## config.mk

```make
export PLATFORM = sky130hd
export DESIGN_NAME = rr_mux_arbiter
export DESIGN_NICKNAME = d
export VERILOG_FILES = /design/src/rtl/rr_mux_arbiter.sv
export SDC_FILE = /design/constraint.sdc
export NUM_CORES = 1
export LEC_CHECK = 0
export CAP_MARGIN = 0
export CORE_MARGIN = 2
export CORE_UTILIZATION = 31
export CTS_CLUSTER_DIAMETER = 150
export DETAILED_ROUTE_END_ITERATION = 8
export HOLD_SLACK_MARGIN = 0.12
export PLACE_DENSITY = 0.84
export SYNTH_ARGS = -nofsm -noshare
export SYNTH_HDL_FRONTEND = slang
export SYNTH_SLANG_ARGS = --single-unit
```

## constraint.sdc

```tcl
create_clock -name clk -period 1.85 [get_ports clk]
set_clock_uncertainty 0.15 [all_clocks]
set_input_delay 0.37 -clock clk [delete_from_list [all_inputs] [get_ports clk]]
set_output_delay 0.37 -clock clk [all_outputs]
set_load 0.02 [all_outputs]
```

## src/rtl/rr_mux_arbiter.sv

```systemverilog
`default_nettype none
// ----------------------------------------------------------------------------
// rr_mux_arbiter : 4-way round-robin arbiter feeding one registered output slot
// Rev 1.0
// ----------------------------------------------------------------------------
module rr_mux_arbiter #(
  parameter int DW = 32
) (
  input  logic          clk,
  input  logic          rst,
  input  logic [3:0]    in_valid,
  input  logic [DW-1:0] in_data0,
  input  logic [DW-1:0] in_data1,
  input  logic [DW-1:0] in_data2,
  input  logic [DW-1:0] in_data3,
  output logic [3:0]    in_ready,
  output logic          out_valid,
  output logic [DW-1:0] out_data,
  output logic [1:0]    out_sel,
  input  logic          out_ready
);

  typedef enum logic [0:0] {
    EMPTY = 1'b0,
    FULL  = 1'b1
  } state_t;

  state_t        state_q;
  state_t        state_d;
  logic [1:0]    last_q;
  logic [DW-1:0] data_q;
  logic [1:0]    sel_q;

  logic          slot_free;
  logic          grant_valid;
  logic [1:0]    grant;
  logic [1:0]    idx;
  logic          transfer;
  logic [DW-1:0] sel_data;

  // A full slot can be refilled in the same cycle it drains.
  assign slot_free = (state_q == EMPTY) || out_ready;

  // Search upward from the requester after the last winner, wrapping around.
  always_comb begin
    grant_valid = 1'b0;
    grant       = 2'd0;
    idx         = 2'd0;
    for (int k = 0; k < 4; k++) begin
      idx = last_q + 2'(k + 1);
      if (!grant_valid && in_valid[idx]) begin
        grant_valid = 1'b1;
        grant       = idx;
      end
    end
  end

  always_comb begin
    in_ready = 4'b0000;
    if (!rst && slot_free && grant_valid) begin
      in_ready = 4'b0001 << grant;
    end
  end

  assign transfer = |in_ready;

  always_comb begin
    sel_data = in_data0;
    case (grant)
      2'd0: sel_data = in_data0;
      2'd1: sel_data = in_data1;
      2'd2: sel_data = in_data2;
      2'd3: sel_data = in_data3;
      default: sel_data = in_data0;
    endcase
  end

  always_comb begin
    state_d = state_q;
    if (slot_free) begin
      state_d = transfer ? FULL : EMPTY;
    end
  end

  // Data, select and priority pointer move only on an accepted word.
  always_ff @(posedge clk) begin
    if (rst) begin
      state_q <= EMPTY;
      data_q  <= '0;
      sel_q   <= 2'd0;
      last_q  <= 2'd3;
    end else begin
      state_q <= state_d;
      if (transfer) begin
        data_q <= sel_data;
        sel_q  <= grant;
        last_q <= grant;
      end
    end
  end

  assign out_valid = (state_q == FULL);
  assign out_data  = data_q;
  assign out_sel   = sel_q;

endmodule
`default_nettype wire

```

; ---- Word level (Yosys, flattened, before mapping)
; Index checks and enable logic that the tools add are counted.
[totals]
output_inout_bits = 39
mem_bits_ro = 0
in_bits = 135
n_memories = 0
word_cells = 47
regBits = 37
ramBits = 0
latchBits = 0
[op_classes]
shifts = 1
div_mod_pow = 0
multipliers = 0
eq_ne = 3
n_reduce_logical = 12
magnitude_cmp = 4
muxes = 19
bitwise_logic = 1
addsub = 3
[ops]
columns = cell, n
row1 = $pmux W32 S4, 1
row2 = $lt A2 B3 Y1 const B, 4
row3 = $mux W1, 9
row4 = $bmux W1 S2, 4
row5 = $mux W2, 4
row6 = $logic_and A1 B1 Y1, 5
row7 = $add A2 B2 Y2 const B, 2
row8 = $eq A2 B2 Y1 const B, 2
row9 = $logic_not A1 Y1, 4
row10 = $mux W4, 1
row11 = $reduce_or A4 Y1, 1
row12 = $shl A1 B2 Y4 const A, 1
row13 = $add A2 B1 Y2 const B, 1
row14 = $eq A2 B1 Y1 const B, 1
row15 = $logic_not A2 Y1, 1
row16 = $logic_or A1 B1 Y1, 1
row17 = $not A1 Y1, 1

; ---- Depth between registers and ports, before layout
; Gate-level depths: netlist of the first run.
[logic_depth]
ltp_word = 17
mapped_depth = 8
mapped_depth_nobuf = 5

; ---- Worst setup path after synthesis of the first run
; Ideal clock, no wire load.
[synth_path]
kind = input to output
startpoint = in in_valid[2]
endpoint = out in_ready[1]
required_ns = 1.330
path_stages = 6
slack_ns = -0.468
path_buffers = 3
arrival_ns = 1.798
path_cell_list = buf_2 nor4_2 or3_1 buf_4 buf_4 nor3_1
[synth_between]
elab_chain_len = 14
elab_cells_between_ends = 25
classes_between = 1 x shift / 17 x mux / 7 x reduce/logical
[synth_lines]
columns = item, line_no
row1 = "start, declared", 11  ; input logic [3:0] in_valid,
row2 = $bmux W1 S2, 51  ; if (!grant_valid && in_valid[idx]) begin
row3 = $mux W1 (implied by the code), 51
row4 = $mux W1, 51
row5 = $logic_not A1 Y1, 51
row6 = $logic_and A1 B1 Y1, 51
row7 = $mux W1, 51
row8 = $logic_not A1 Y1, 51
row9 = $logic_and A1 B1 Y1, 51
row10 = $mux W1, 51
row11 = $logic_not A1 Y1, 51
row12 = $logic_and A1 B1 Y1, 51
row13 = $mux W2 / $mux W1 (equally long branches), 51
row14 = $shl A1 B2 Y4 / $logic_and A1 B1 Y1 (equally long branches), "61, 60"
row15 = $mux W4 *, 60  ; if (!rst && slot_free && grant_valid) begin
row16 = "end, declared", 16  ; output logic [3:0] in_ready,
; Every way passes the cells marked *; elsewhere a longest branch is shown, timed or not. The select of a mux whose other input is x is not followed.

; ---- Worst setup path after layout of the first run
[layout_path]
startpoint = reg last_q[1]
endpoint = out in_ready[2]
[layout_between]
elab_chain_len = 15
elab_cells_between_ends = 28
classes_between = 3 x add/sub / 1 x shift / 17 x mux / 7 x reduce/logical
[layout_lines]
columns = item, line_no
row1 = "start, declared", 30  ; logic [1:0] last_q;
row2 = "start signal, assigned", 97  ; last_q <= grant;
row3 = $add A2 B1 Y2, 50  ; idx = last_q + 2'(k + 1);
row4 = $bmux W1 S2, 51
row5 = $mux W1 (implied by the code), 51
row6 = $mux W1, 51
row7 = $logic_not A1 Y1, 51
row8 = $logic_and A1 B1 Y1, 51
row9 = $mux W1, 51
row10 = $logic_not A1 Y1, 51
row11 = $logic_and A1 B1 Y1, 51
row12 = $mux W1, 51
row13 = $logic_not A1 Y1, 51
row14 = $logic_and A1 B1 Y1, 51
row15 = $mux W2 / $mux W1 (equally long branches), 51
row16 = $shl A1 B2 Y4 / $logic_and A1 B1 Y1 (equally long branches), "61, 60"
row17 = $mux W4 *, 60
; Marked as above.

==> results of run 1 <==
==> registers in the layout, indices dropped and copies added, names as in the netlist <==
signal,flops
last_q,2
out_data,32
out_sel,2
out_valid,1
==> worst register-to-register path: stages (launching register included) <==
cell     delay [ns]
dfxtp_2        0.34
or3b_4         0.40
o221a_4        0.13
buf_6          0.12
buf_4          0.14
buf_8          0.15
nand2_1        0.07
and3_1         0.16
o21ai_1        0.06
==> cells in the final DEF (no fill, tap or decap), types with 2 or more instances in the layout <==
| cell type | Yosys | layout |
|---|---|---|
| clkdlybuf4s50_1 | 0 | 162 |
| buf_4 | 8 | 31 |
| o21ai_0 | 26 | 25 |
| o31ai_1 | 12 | 12 |
| nor2_2 | 0 | 2 |
| buf_12 | 0 | 3 |
| buf_6 | 1 | 6 |
| o21ai_2 | 6 | 8 |
| a21oi_1 | 15 | 15 |
| clkbuf_8 | 0 | 7 |
| dfxtp_2 | 0 | 3 |
| dfxtp_1 | 37 | 34 |
| dlygate4sd2_1 | 0 | 4 |
| buf_8 | 1 | 2 |
| nor2_4 | 0 | 2 |
| nor2b_1 | 5 | 4 |
| inv_1 | 13 | 13 |
| o221ai_1 | 20 | 20 |
| nand2_1 | 74 | 73 |
| nor2_1 | 8 | 4 |
| a31oi_1 | 12 | 12 |
| and3_1 | 21 | 20 |
| o21ai_1 | 16 | 14 |
| nor3_4 | 0 | 2 |
==> power by group <==
group / leakage (nW) / internal [mW] / switching [mW]
clock network: 0.0542 / 0.337 / 0.298
registers: 0.309 / 0.931 / 0.0672
logic: 1.44 / 0.825 / 0.739
total: 1.80 / 2.09 / 1.10
==> timing repair <==
action / CTS / global route
resized for setup: 49 / 5
gates cloned: 0 / 0
setup buffers: 4 / 1
endpoints found under the setup margin: 40 / 35
pin swaps: 7 / 1
==> synth_stat cells <==
master,count,area share
buf_6,1,0.0050
inv_1,13,0.022
nand3_1,1,0.0022
or3b_4,1,0.0050
nor2_1,8,0.013
o221ai_4,1,0.012
o21ai_0,26,0.057
and2b_4,1,0.0044
a21oi_1,15,0.033
a21oi_2,1,0.0039
buf_4,8,0.027
o21ai_2,6,0.023
o221ai_1,20,0.077
dfxtp_1,37,0.33
a31oi_2,1,0.0055
clkbuf_1,7,0.012
and3_1,21,0.058
nor3_2,1,0.0044
buf_2,11,0.024
nor2b_1,5,0.014
a31oi_1,12,0.033
o221a_2,1,0.0050
o31ai_1,12,0.040
a22oi_1,1,0.0033
o21ai_1,16,0.035
o211ai_1,1,0.0033
or3_1,1,0.0028
o2bb2ai_1,1,0.0039
nand2_1,74,0.12
a211oi_1,1,0.0033
buf_8,1,0.0066
nor4_2,1,0.0055
nor3_1,3,0.0066
==> how the worst max path moves through the flow <==
stage / startpoint / endpoint / slack, ns / depth (start not counted)
5_1_grt: last_q[1] / in_ready[2] / -0.26 / 6
6_report: last_q[1] / in_ready[2] / -0.21 / 6
4_1_cts: last_q[1] / in_ready[1] / -0.26 / 5
2_1_floorplan: rst / in_ready[1] / -0.10 / 5
3_3_place_gp: in_valid[1] / in_ready[2] / -1.0 / 7
3_5_place_dp: in_valid[1] / in_ready[2] / -1.07 / 7
==> layout make-up <==
type	instances	share of cell area
inverters	13	0.0108
multi-input cells	232	0.315
flip-flops and latches	37	0.165
repair buffers	211	0.459
clock buffers	7	0.0213
clock inverters	1	0.00111
well taps	99	0.0274
==> kinds of logic (layout without fill, tap and decap cells) <==
group	count (synthesis)	in the layout	share of synthesized area
flip-flops	37	37	0.327
AND/OR/NAND/NOR	117	117	0.239
AO/OA/AOI/OAI	115	115	0.339
buffers and inverters	41	232	0.0955
==> layer usage <==
metal / wire length (um) / up-vias / track usage
met1: 3550 / 1410 / 0.244
met5: 0 / - / 0
met2: 4790 / 133 / 0.418
met4: 141 / 0 / 0.0611
met3: 687 / 12 / 0.0416
li1: - / 1493 / -
==> flow_summary.toml, run 1 <==
[synth]
syn_avg_cell_area_um2 = 7.31
ys_warn_count = 0
netlist_instances = 310
synth_cell_types = 33
syn_nets = 445
synth_seq_cells = 37
synth_area_um2 = 2270
synth-seq-area-share = 0.327

[place]
gp_congestion = 0.827
dp_hpwl_mm = 6.79
place_ws_ns = -1.07
dpl_cell_area_um2 = 4320
io_buffers = 173
placed_cells = 588

[timing]
period_share = 1.12
fin_ws_ns = -0.215
min_period_ns = 2.06
whs_ns = 0.296
finalMaxSlewViolations = 0
tns_ns = -0.809
setup_viol = 4
hold_viol = 0
rsz0062_at_grt = "yes"
worst-slew-pin-transition_ns = 0.347
slew_headroom = 0.767
max_clock_freq_ghz = 0.484

[clocking]
clockRootBuffer = "clkbuf_8"
cts.clk_slew.worst_paths_ns = 0.08
cts_tree = "built"
h-tree-depth = 2
holdBufCountCts = 0
cts_inserted_buffers = 5
cts.path.max_buffers = 2
insertion_delay_ns = 0.28
clock_sinks = 37

[drt]
totalWireLength_mm = 9.17
route.detailed.drc = 0
initialDrtViolationCount = 95
avgViaCountPerCell = 5.08
routedWlPerCell_um = 15.3
drt_pre_antenna_iters = 7
vias = 3048
antenna_left = 0

[global_route]
grt_pass1_wl_mm = 13.8
grt_pass1_vias = 2945
grt_max_degree = 33
grt-ovfl-total = 0
grtUsageTotal = 0.218
antenna_found_initial = 0

[final_layout]
final_cells = 600
n_fill_cell = 651
multi_input_area_um2 = 1430
register_area_um2 = 744
insertedDiodeCount = 0
nNetsFinal = 635
syn2layout_area_growth_pct = 99.4
layout-drive-gt1-share = 0.166
fin_area_um2 = 4520
final_util = 0.630

[setup_path]
reg2reg_from = "last_q[1]"
cp_max_fo = 3
critPathKind = "reg -> out"
rrSetupSlack_ns = 0.04
worstPathArrival_ns = 1.54
crit_chain = "or3b_4 > o221a_4 > buf_4 > nand2_4 > nor2_4 > buf_6"
crit_path_start_kind = "flop"
worstPathRequired_ns = 1.33
worst-path-buf-inv = 2
r2r_cells = 8
max_stage_delay_ns = 0.40
worstSetupEndpointType = "output port"
slowest_stage = "or3b_4"
r2r-end = "out_data[3]"
path_delay_family = "simple AND/OR/NAND/NOR gates"

[floorplan]
io_pins = 174
die_h_um = 89.5
die_w_um = 89.5
die_area_um2 = 8010
coreArea_um2 = 7180
start_util = 0.316
row_count = 31

[status]
violations = "setup timing"
status = "finished, violations left"

[power_and_ir_drop]
p_total_mw = 3.20
ir_worst_vdd_mv = 0.392
p_per_area_nw_per_um2 = 708
leakagePower_nw = 1.80

[worst_hold_path]
whs_endpoint = "out_data[17]"
whs_path_depth = 2
min_from = "out_data[17]"
hold_path.class = "reg -> reg"

[job]
drv_cap = 0
Note: power is estimated with default switching activity, not from simulation.
==> run 2, diff against run 1 <==
--- a/config.mk
+++ b/config.mk
@@ -6,12 +6,14 @@
 export NUM_CORES = 1
 export LEC_CHECK = 0
 export CAP_MARGIN = 0
+export CORE_ASPECT_RATIO = 0.8
 export CORE_MARGIN = 2
 export CORE_UTILIZATION = 31
 export CTS_CLUSTER_DIAMETER = 150
 export DETAILED_ROUTE_END_ITERATION = 8
 export HOLD_SLACK_MARGIN = 0.12
 export PLACE_DENSITY = 0.84
+export SLEW_MARGIN = 15
 export SYNTH_ARGS = -nofsm -noshare
 export SYNTH_HDL_FRONTEND = slang
 export SYNTH_SLANG_ARGS = --single-unit
==> run 2 against run 1 <==
The run still ends with setup timing left. Die area is essentially flat. First-iteration DRC count grew 26%. Global-route usage grew 0.39 points. Via count is 3.4% higher. Critical path depth decreased by 1. Core utilization increased by 6.5 points. Sequential share of layout area shrank 1.1 points. Flip-flop and latch count is the same. Total power rose by 5.6%. Critical endpoint is now in_ready[1]. Highest routed layer unchanged.
==> flow_summary.toml, run 2 (synthesis gave the netlist of run 1 again) <==
[drt]
avgViaCountPerCell = 5.26
vias = 3153
antenna_left = 0
totalWireLength_mm = 10.1
initialDrtViolationCount = 120
route.detailed.drc = 0
routedWlPerCell_um = 16.8
drt_pre_antenna_iters = 4

[setup_path]
worstSetupEndpointType = "output port"
reg2reg_from = "last_q[1]"
cp_max_fo = 5
slowest_stage = "or3_4"
worstPathArrival_ns = 1.53
critPathKind = "in -> out"
crit_chain = "dlygate4sd2_1 > nor4_4 > or3_4 > nor3_4 > buf_6"
rrSetupSlack_ns = -0.02
max_stage_delay_ns = 0.38
r2r-end = "out_data[10]"
worstPathRequired_ns = 1.33
crit_path_start_kind = "input pin"
r2r_cells = 8

[timing]
max_clock_freq_ghz = 0.487
setup_viol = 11
min_period_ns = 2.05
period_share = 1.11
worst-slew-pin-transition_ns = 0.442
finalMaxSlewViolations = 0
hold_viol = 0
slew_headroom = 0.705
fin_ws_ns = -0.202
rsz0062_at_grt = "yes"

[final_layout]
layout-drive-gt1-share = 0.232
final_util = 0.695
fin_area_um2 = 4860
largest_register_ffs = 32
syn2layout_area_growth_pct = 115
n_fill_cell = 539
multi_input_area_um2 = 1590
register_area_um2 = 747
final_cells = 600
layout_commonest_cell = "clkdlybuf4s50_1"
insertedDiodeCount = 0
mostFrequentLayoutCells = "162 x clkdlybuf4s50_1, 73 x nand2_1, 34 x dfxtp_1"
nNetsFinal = 647

[clocking]
cts_inserted_buffers = 5
holdBufCountCts = 0
cts.clk_slew.worst_paths_ns = 0.08
cts.path.max_buffers = 2
cts_tree = "built"
insertion_delay_ns = 0.29
h-tree-depth = 2
clock_sinks = 37
clockRootBuffer = "clkbuf_8"

[global_route]
grtUsageTotal = 0.222
grt_pass1_wl_mm = 14.3
grt_pass1_vias = 3024
antenna_found_initial = 0
grt-ovfl-total = 0
grt_max_degree = 33

[floorplan]
die_w_um = 99.6
row_count = 27
die_area_um2 = 8010
start_util = 0.324
die_h_um = 80.5
io_pins = 174
coreArea_um2 = 6990

[place]
placed_cells = 578
dp_hpwl_mm = 6.81
io_buffers = 173
place_ws_ns = -1.10
dpl_cell_area_um2 = 4320
gp_congestion = 0.821

[power_and_ir_drop]
ir_worst_vdd_mv = 0.361
p_per_area_nw_per_um2 = 694
leakagePower_nw = 1.91
p_total_mw = 3.38

[worst_hold_path]
min_from = "out_data[6]"
whs_path_depth = 2
hold_path.class = "reg -> reg"
whs_endpoint = "out_data[6]"

[status]
violations = "setup timing"
status = "finished, violations left"

[job]
drv_cap = 0
## run 2: cell types whose count changed in the layout (fill, tap and decap cells not counted), sizes merged
cell,before,now
clkinvlp,0,1
clkinv,1,2
dlygate4sd2,4,3
clkbuf,7,10
buf,43,51
## run 2: worst max-delay path by stage
stage                startpoint     endpoint  slack (ns)  depth (start not counted)
finish              in_valid[2]  in_ready[1]       -0.20                          5
floorplan                   rst  in_ready[1]       -0.10                          5
CTS                   last_q[0]  in_ready[1]       -0.20                          4
global route          last_q[0]  in_ready[1]       -0.25                          5
global placement    in_valid[1]  in_ready[1]       -1.04                          5
detailed placement  in_valid[1]  in_ready[1]       -1.10                          5
## run 2: area by class of cell
cell class,count,area share
Timing Repair Buffer,223,0.469
Multi-Input combinational cell,232,0.327
Sequential cell,37,0.154
Tap cell,87,0.0224
Clock buffer,5,0.0142
Inverter,13,0.0100
Clock inverter,3,0.00360
## run 2: metal layers
layer	share of wire	global-route usage	vias up
met5	0	0	-
li1	-	-	1519
met2	0.52	0.429	149
met1	0.40	0.247	1475
met4	0.0074	0.0493	0
met3	0.077	0.0522	10
## run 2: timing repair
item                       in CTS  in global routing
setup endpoints to repair      40                 36
pin swaps                       4                 17
cloned                          0                  4
gates resized for setup        47                 56
setup buffers                   7                  5
## run 2: through the flow
step / setup TNS, ns / hold slack (ns)
CTS: -0.700 / 0.305
global route: -2.32 / 0.313
global placement: -23.21 / 0.282
finish: -0.782 / 0.300
floorplan: -0.171 / 0.362
detailed placement: -25.52 / 0.293
## run 2: power breakdown
group          internal (mW)  leakage [nW]  switching [mW]
clock                  0.260        0.0439           0.308
combinational          0.973          1.56           0.835
sequential             0.931         0.309          0.0696
## run 2: worst max-delay path: cells and delay by family
family | cells | cell delay [ns]
simple gates | 3 | 0.68
buf+inv | 2 | 0.47
==> run 3, diff against run 2 <==
--- a/config.mk
+++ b/config.mk
@@ -5,6 +5,7 @@
 export SDC_FILE = /design/constraint.sdc
 export NUM_CORES = 1
 export LEC_CHECK = 0
+export ABC_CLOCK_PERIOD_IN_PS = 1850
 export CAP_MARGIN = 0
 export CORE_ASPECT_RATIO = 0.8
 export CORE_MARGIN = 2
@@ -13,7 +14,7 @@
 export DETAILED_ROUTE_END_ITERATION = 8
 export HOLD_SLACK_MARGIN = 0.12
 export PLACE_DENSITY = 0.84
-export SLEW_MARGIN = 15
+export SLEW_MARGIN = 0
 export SYNTH_ARGS = -nofsm -noshare
 export SYNTH_HDL_FRONTEND = slang
 export SYNTH_SLANG_ARGS = --single-unit
==> results of run 3 <==
The final DEF is identical to that of run 2; final timing and power are the same.
